<file path="src/rtl/aib_rxfifo_rd_ctrl.sv">
// AIB receive-FIFO read-side controller: startup phase-compensation delay,
// entry read pointer (binary + Gray) and dword-slot read enables.
module aib_rxfifo_rd_ctrl #(
    parameter int DEPTH  = 16,
    parameter int DEPTH4 = DEPTH * 4
) (
    input  logic                     rd_clk,
    input  logic                     rd_rst,
    input  logic                     rd_start,
    input  logic                     rd_en,
    input  logic [3:0]               r_rd_delay,
    input  logic [1:0]               r_fifo_mode,
    input  logic                     m_gen2_mode,
    output logic [DEPTH4-1:0]        fifo_rd_en,
    output logic [$clog2(DEPTH)-1:0] rd_ptr_gray,
    output logic                     rd_active,
    output logic                     rd_valid
);

    localparam int AW = $clog2(DEPTH);

    typedef enum logic [1:0] {
        ST_IDLE = 2'd0,
        ST_WAIT = 2'd1,
        ST_RUN  = 2'd2
    } state_e;

    state_e              state_q, state_d;
    logic [3:0]          cnt_q, cnt_d;
    logic [1:0]          mode_q, mode_d;
    logic                gen2_q, gen2_d;
    logic [AW-1:0]       ptr_q, ptr_d;
    logic [DEPTH4-1:0]   fifo_q, fifo_d;
    logic [AW-1:0]       gray_q, gray_d;
    logic                active_q, active_d;
    logic                valid_q, valid_d;
    logic [1:0]          eff_mode;
    logic [3:0]          lanes;

    always_comb begin
        state_d = state_q;
        cnt_d   = cnt_q;
        mode_d  = mode_q;
        gen2_d  = gen2_q;
        ptr_d   = ptr_q;
        valid_d = 1'b0;

        unique case (state_q)
            ST_IDLE: begin
                if (rd_start) begin
                    mode_d  = r_fifo_mode;
                    gen2_d  = m_gen2_mode;
                    cnt_d   = r_rd_delay;
                    state_d = ST_WAIT;
                end
            end
            ST_WAIT: begin
                if (!rd_start) begin
                    state_d = ST_IDLE;
                    ptr_d   = '0;
                end else if (cnt_q == 4'd0) begin
                    state_d = ST_RUN;
                end else begin
                    cnt_d = cnt_q - 4'd1;
                end
            end
            ST_RUN: begin
                if (!rd_start) begin
                    state_d = ST_IDLE;
                    ptr_d   = '0;
                end else if (rd_en) begin
                    valid_d = 1'b1;
                    if (mode_q != 2'b11) begin
                        ptr_d = ptr_q + 1'b1;
                    end
                end
            end
            default: begin
                state_d = ST_IDLE;
                ptr_d   = '0;
            end
        endcase
    end

    // Output registers are loaded from next-state values so they change on
    // the same edge as the pointer/state they describe.
    always_comb begin
        eff_mode = mode_d;
        if (mode_d == 2'b10 && !gen2_d) begin
            eff_mode = 2'b01;
        end

        lanes = 4'b0000;
        unique case (eff_mode)
            2'b00:   lanes = 4'b0001;
            2'b01:   lanes = 4'b0011;
            default: lanes = 4'b1111;
        endcase

        fifo_d = '0;
        if (state_d == ST_RUN) begin
            fifo_d = {{(DEPTH4-4){1'b0}}, lanes} << {ptr_d, 2'b00};
        end

        gray_d   = ptr_d ^ (ptr_d >> 1);
        active_d = (state_d == ST_RUN);
    end

    always_ff @(posedge rd_clk) begin
        if (rd_rst) begin
            state_q  <= ST_IDLE;
            cnt_q    <= '0;
            mode_q   <= '0;
            gen2_q   <= 1'b0;
            ptr_q    <= '0;
            fifo_q   <= '0;
            gray_q   <= '0;
            active_q <= 1'b0;
            valid_q  <= 1'b0;
        end else begin
            state_q  <= state_d;
            cnt_q    <= cnt_d;
            mode_q   <= mode_d;
            gen2_q   <= gen2_d;
            ptr_q    <= ptr_d;
            fifo_q   <= fifo_d;
            gray_q   <= gray_d;
            active_q <= active_d;
            valid_q  <= valid_d;
        end
    end

    assign fifo_rd_en  = fifo_q;
    assign rd_ptr_gray = gray_q;
    assign rd_active   = active_q;
    assign rd_valid    = valid_q;

endmodule

</file>
<file path="config.mk">
export PLATFORM = sky130hd
export DESIGN_NAME = aib_rxfifo_rd_ctrl
export DESIGN_NICKNAME = d
export VERILOG_FILES = /design/src/rtl/aib_rxfifo_rd_ctrl.sv
export SDC_FILE = /design/constraint.sdc
export NUM_CORES = 1
export LEC_CHECK = 0
export ABC_AREA = 0
export CAP_MARGIN = 0
export CORE_MARGIN = 3
export CORE_UTILIZATION = 40
export CTS_CLUSTER_SIZE = 25
export DETAILED_ROUTE_END_ITERATION = 6
export PLACE_DENSITY = 0.72
export SLEW_MARGIN = 20
export SYNTH_ARGS = -nofsm -noshare
export SYNTH_HDL_FRONTEND = slang
export SYNTH_SLANG_ARGS = --single-unit
</file>
<file path="constraint.sdc">
create_clock -name rd_clk -period 1.87 [get_ports rd_clk]
set_input_delay 0.4675 -clock rd_clk [delete_from_list [all_inputs] [get_ports rd_clk]]
set_output_delay 0.4675 -clock rd_clk [all_outputs]
set_load 0.01 [all_outputs]
</file>
## After elaboration in Yosys (flattened, before gate mapping)

Index checks and enable logic that the tools add are counted.

| operators by class | value |
|---|---|
| reductions and logical operators | 9 |
| shift operators | 1 |
| bitwise operators | 4 |
| $add $sub $neg | 2 |
| equal/unequal tests | 9 |
| order comparisons | 0 |
| multiply operators | 0 |
| multiplexer cells | 21 |
| div/mod/pow operators | 0 |

Operators with widths:

| cell | number |
|---|---|
| $shl A4 B6 Y64 | 1 |
| $mux W4 | 7 |
| $pmux W4 S2 | 2 |
| $mux W2 | 7 |
| $pmux W4 S3 | 1 |
| $ne A2 B2 Y1 const B | 4 |
| $eq A2 B2 Y1 const B | 3 |
| $pmux W2 S3 | 1 |
| $add A4 B1 Y4 const B | 1 |
| $eq A2 B1 Y1 const B | 2 |
| $logic_not A2 Y1 | 2 |
| $logic_not A4 Y1 | 1 |
| $reduce_and A4 Y1 | 1 |
| $sub A4 B1 Y4 const B | 1 |
| $xor A4 B3 Y4 | 1 |
| $mux W1 | 3 |
| $not A1 Y1 | 3 |
| $reduce_or A3 Y1 | 1 |
| $reduce_bool A2 Y1 | 1 |
| $reduce_or A2 Y1 | 1 |
| $logic_and A1 B1 Y1 | 1 |
| $logic_not A1 Y1 | 1 |

| storage, ports and cells | value |
|---|---|
| register bits | 83 |
| memories kept | 0 |
| bits in read-only memories | 0 |
| latch bits | 0 |
| output and inout bits | 70 |
| bits in writable memories | 0 |
| word-level logic and storage cells | 55 |

## Depth between registers and ports, before layout

| depth | value |
|---|---|
| depth in word-level cells | 8 |
| depth in mapped cells | 8 |
| depth with buffers taken out | 7 |

## Worst setup path after synthesis

Ideal clock, no wire load.

| timing | value |
|---|---|
| path type | input to register |
| start | input port rd_en |
| end | register fifo_q[44], in the netlist fifo_rd_en[44] |
| path slack | -0.011 ns |
| arrival | 1.765 ns |
| stages on the path | 7 |
| setup time | 0.116 ns |
| buffers on the path | 0 |
| path through | a21bo_2 -> a211o_1 -> a32oi_2 -> inv_2 -> ha_1 -> inv_1 -> nor2_1 |

| on the way | value |
|---|---|
| word-level cells in the longest chain between the ends | 4 |

Ends and longest elaborated chain:

| element | line | source |
|---|---|---|
| start, declared | 10 | `input logic rd_en,` |
| $mux W4 | 71 | `end else if (rd_en) begin` |
| $mux W4 | 68 | `if (!rd_start) begin` |
| $pmux W4 S3 | 48 | `unique case (state_q)` |
| net ptr_d[1] | 32 | `logic [AW-1:0] ptr_q, ptr_d;` |
| $shl A4 B6 Y64 | 102 | `fifo_d = {{(DEPTH4-4){1'b0}}, lanes} << {ptr_d, 2'b00};` |
| end signal, assigned | 126 | `fifo_q <= fifo_d;` |
| end, declared | 33 | `logic [DEPTH4-1:0] fifo_q, fifo_d;` |

The timed path passes the listed nets, and every way through them passes these cells.
A chain may end at the register's enable or synchronous reset.

## Worst setup path in the final report

| timing | value |
|---|---|
| start | register cnt_q[0] |
| end | register fifo_q[1], in the netlist fifo_rd_en[1] |

| on the way | value |
|---|---|
| word-level cells in the longest chain between the ends | 7 |

Ends and longest elaborated chain:

| element | line | source |
|---|---|---|
| start, declared | 29 | `logic [3:0] cnt_q, cnt_d;` |
| start signal, assigned | 122 | `cnt_q <= cnt_d;` |
| $logic_not A4 Y1 | 61 | `end else if (cnt_q == 4'd0) begin` |
| $mux W2 | 61 |  |
| $mux W2 | 58 | `if (!rd_start) begin` |
| $pmux W2 S3 | 48 |  |
| $eq A2 B2 Y1 | 101 | `if (state_d == ST_RUN) begin` |
| $not A1 Y1 (no source line) | n/a |  |
| $reduce_or A2 Y1 (no source line) | n/a |  |

Every way passes these cells.

==> impl_metrics.toml <==
[outcome]
status = "finished clean"

[placement]
pre_cts_ws_ns = -0.5728
gp_congestion = 0.8627
place_inst = 399
io_buffers = 80
place_hpwl_mm = 3.859

[routing]
wl_mm = 5.403
vias = 1917
drt_pass1_iterations = 4
wl_per_cell_microns = 12.80
drt_iter0_drc = 103
ant_nets = 0
drc = 0
routed_via_density = 4.543

[cts]
clock_sinks = 66
ctsRootBufferMaster = "clkbuf_8"
cts_tree = "done"
cts_max_level = 3
clkTransAtPathRegs_ns = 0.07
cts_hold_buf = 0
clk_path_buf_depth = 2
cts_buffers = 9
clock_latency_ns = 0.34

[global_routing]
grt_use_total = 0.1628
gr-usage-met1 = 0.1979
grt_max_degree = 18
antenna_found_initial = 0
grt_pass1_vias = 1873
use_met3 = 0.05060
grt_pass1_wl_mm = 8.921
grtUsageMet2 = 0.2617
gr-total-overflow = 0
busiest_layer = "met2"

[critical_path]
cp-end-kind = "flop"
cp_common_cell = "nor3b_4"
cp.depth = 7
crit_fanout = 6
arrival_ns = 2.07
crit_path_start_kind = "flop"
cp_data_required_time_ns = 2.15
worst-path-buf-inv = 1
path_cells = "inv_2 -> ha_4 -> nor3b_4 -> a21oi_2 -> nor3b_4 -> or3b_4 -> nor2_1"
cp_slowest_cell = "or3b_4"
crit_type = "reg -> reg"
path_delay_family = "simple AND/OR/NAND/NOR gates"
cp_slowest_stage_delay_ns = 0.50
r2r_cells = 7

[final_layout]
instances_no_fill = 422
syn2layout_area_growth_pct = 54.90
drive_above_1_share = 0.2657
nFillCells = 429
fin_util = 0.6558
diodes = 0
final_nets = 362

[die]
coreArea_sq_um = 5642
initial_utilization = 0.4234
die_w_microns = 83.28
die_h_microns = 83.28
die_area_sq_um = 6935
rows = 27
ioPinCount = 81

[logic_synthesis]
yosys_warnings = 0
avgSynthCellArea_sq_um = 9.829
yosysTopAreaCell = "dfxtp_1"
syn_nets = 260
ys_ff_latch = 66
synth_area_sq_um = 2389
synthCells = 243
ys_types = 40
ys_seq_area_frac = 0.5532
synth-async-reset-ratio = 0
synth_edf_count = 0
synth_common_cells = "66 x dfxtp_1, 53 x nor2_1, 19 x buf_4, 10 x nand3_1, 10 x nor2_2"
synth_top_area_share = 0.5532
yosys.cell_count.top_type = "dfxtp_1"
yosys-top-cells-area = "dfxtp_1 55%, nor2_1 8.3%, buf_4 6.0%"
ys.flop_type = "dfxtp_1"

[timing]
drv_slew = 0
hold-worst-slack_ns = 0.5152
setup_slack_ns = 0.07808
fin_crit_ns = 1.792
setup_violations = 0
tightest_slew_ns = 0.3205
hold_viol_final = 0
period_share = 0.9582
finClkSkew_ns = 0.007745
slew_headroom = 0.7841
max_freq_mhz = 558.1

[worst_hold_path]
hp-class = "reg -> reg"
min_path_cells = 2

[pwr]
power_leakage_nw = 1.455
power_per_cell_area_nw_per_um2 = 758.3
worst_ir_drop_vdd_v = 0.0004843

[job]
cap_violations = 0
## metal layers
| layer | vias to the layer above | part of all wire |
|---|---|---|
| li1 | 981 | - |
| met1 | 857 | 0.45 |
| met2 | 69 | 0.46 |
| met3 | 10 | 0.058 |
| met4 | 0 | 0.027 |
| met5 | - | 0 |
## what timing repair did
action | in CTS | in global routing
buffers inserted | 1 | 5
resized for setup | 12 | 25
gates cloned | 1 | 0
setup endpoints to repair | 51 | 50
pin swaps | 4 | 7
## registers in the layout, summed over array words and instances (netlist names)
name,cells
fifo_rd_en,48
cnt_q,4
ptr_q,4
rd_ptr_gray,3
mode_q,2
state_q,2
gen2_q,1
rd_active,1
rd_valid,1
## worst paths after layout
path,slack [ns],to,from
worst max-delay path,0.08,fifo_rd_en[1],cnt_q[0]
worst min-delay path,0.52,cnt_q[1],cnt_q[1]
worst max register to register,0.08,fifo_rd_en[1],cnt_q[0]
worst min register to register,0.52,cnt_q[1],cnt_q[1]
## metrics by stage
stage / total power, W / instance area [sq um] / TNS, ns
after floorplan: 0.001581 / 2407 / 0
after global placement: 0.001662 / 3343 / -25.44
after detailed placement: 0.001665 / 3343 / -27.92
after CTS: 0.002813 / 3583 / 0
after global routing: 0.002917 / 3700 / -0.06137
final: 0.002806 / 3700 / 0
## placed cells by master (no fill, tap or decap), types with 4 or more instances in the layout
master / count
ha_1: 4
buf_6: 5
clkbuf_8: 9
o21ai_0: 8
dfxtp_2: 5
clkdlybuf4s50_1: 78
nand2_1: 6
buf_4: 31
inv_2: 6
nor2_2: 9
dfxtp_1: 59
nor2b_1: 7
a21oi_1: 5
nand3_1: 9
nor2_1: 52
## kinds of logic (layout without fill, tap and decap cells)
family,Yosys count,count (layout),synth area share
and+or+nand+nor,104,105,0.2247
DFF,66,66,0.5532
buffers and inverters,35,141,0.08957
AOI/OAI and AO/OA,26,26,0.07753
adders and majority gates,6,6,0.03143
xor gates and xnor gates,3,3,0.01100
muxes,3,3,0.01257
## layout make-up
type / instances / area, sq um / share of cell area
clock buffer: 9 / 123.9 / 0.03348
clock inverter: 7 / 68.82 / 0.01860
inverter: 9 / 33.78 / 0.009131
multi-input combinational: 143 / 959.7 / 0.2594
sequential: 66 / 1335 / 0.3608
tap: 72 / 90.09 / 0.02435
timing repair buffer: 116 / 1089 / 0.2942
## power by group
part | switching (W) | internal (W) | total, W
Combinational | 0.000106 | 0.000117 | 0.000222
Sequential | 0.0000197 | 0.00142 | 0.00144
Clock | 0.000531 | 0.000612 | 0.00114
## worst reg2reg max path, stage by stage (launching register included)
cell	delay [ns]
dfxtp_2	0.33
inv_2	0.08
ha_4	0.14
nor3b_4	0.20
a21oi_2	0.11
nor3b_4	0.27
or3b_4	0.50
nor2_1	0.12
No activity file was read; power rests on OpenSTA's default activity.
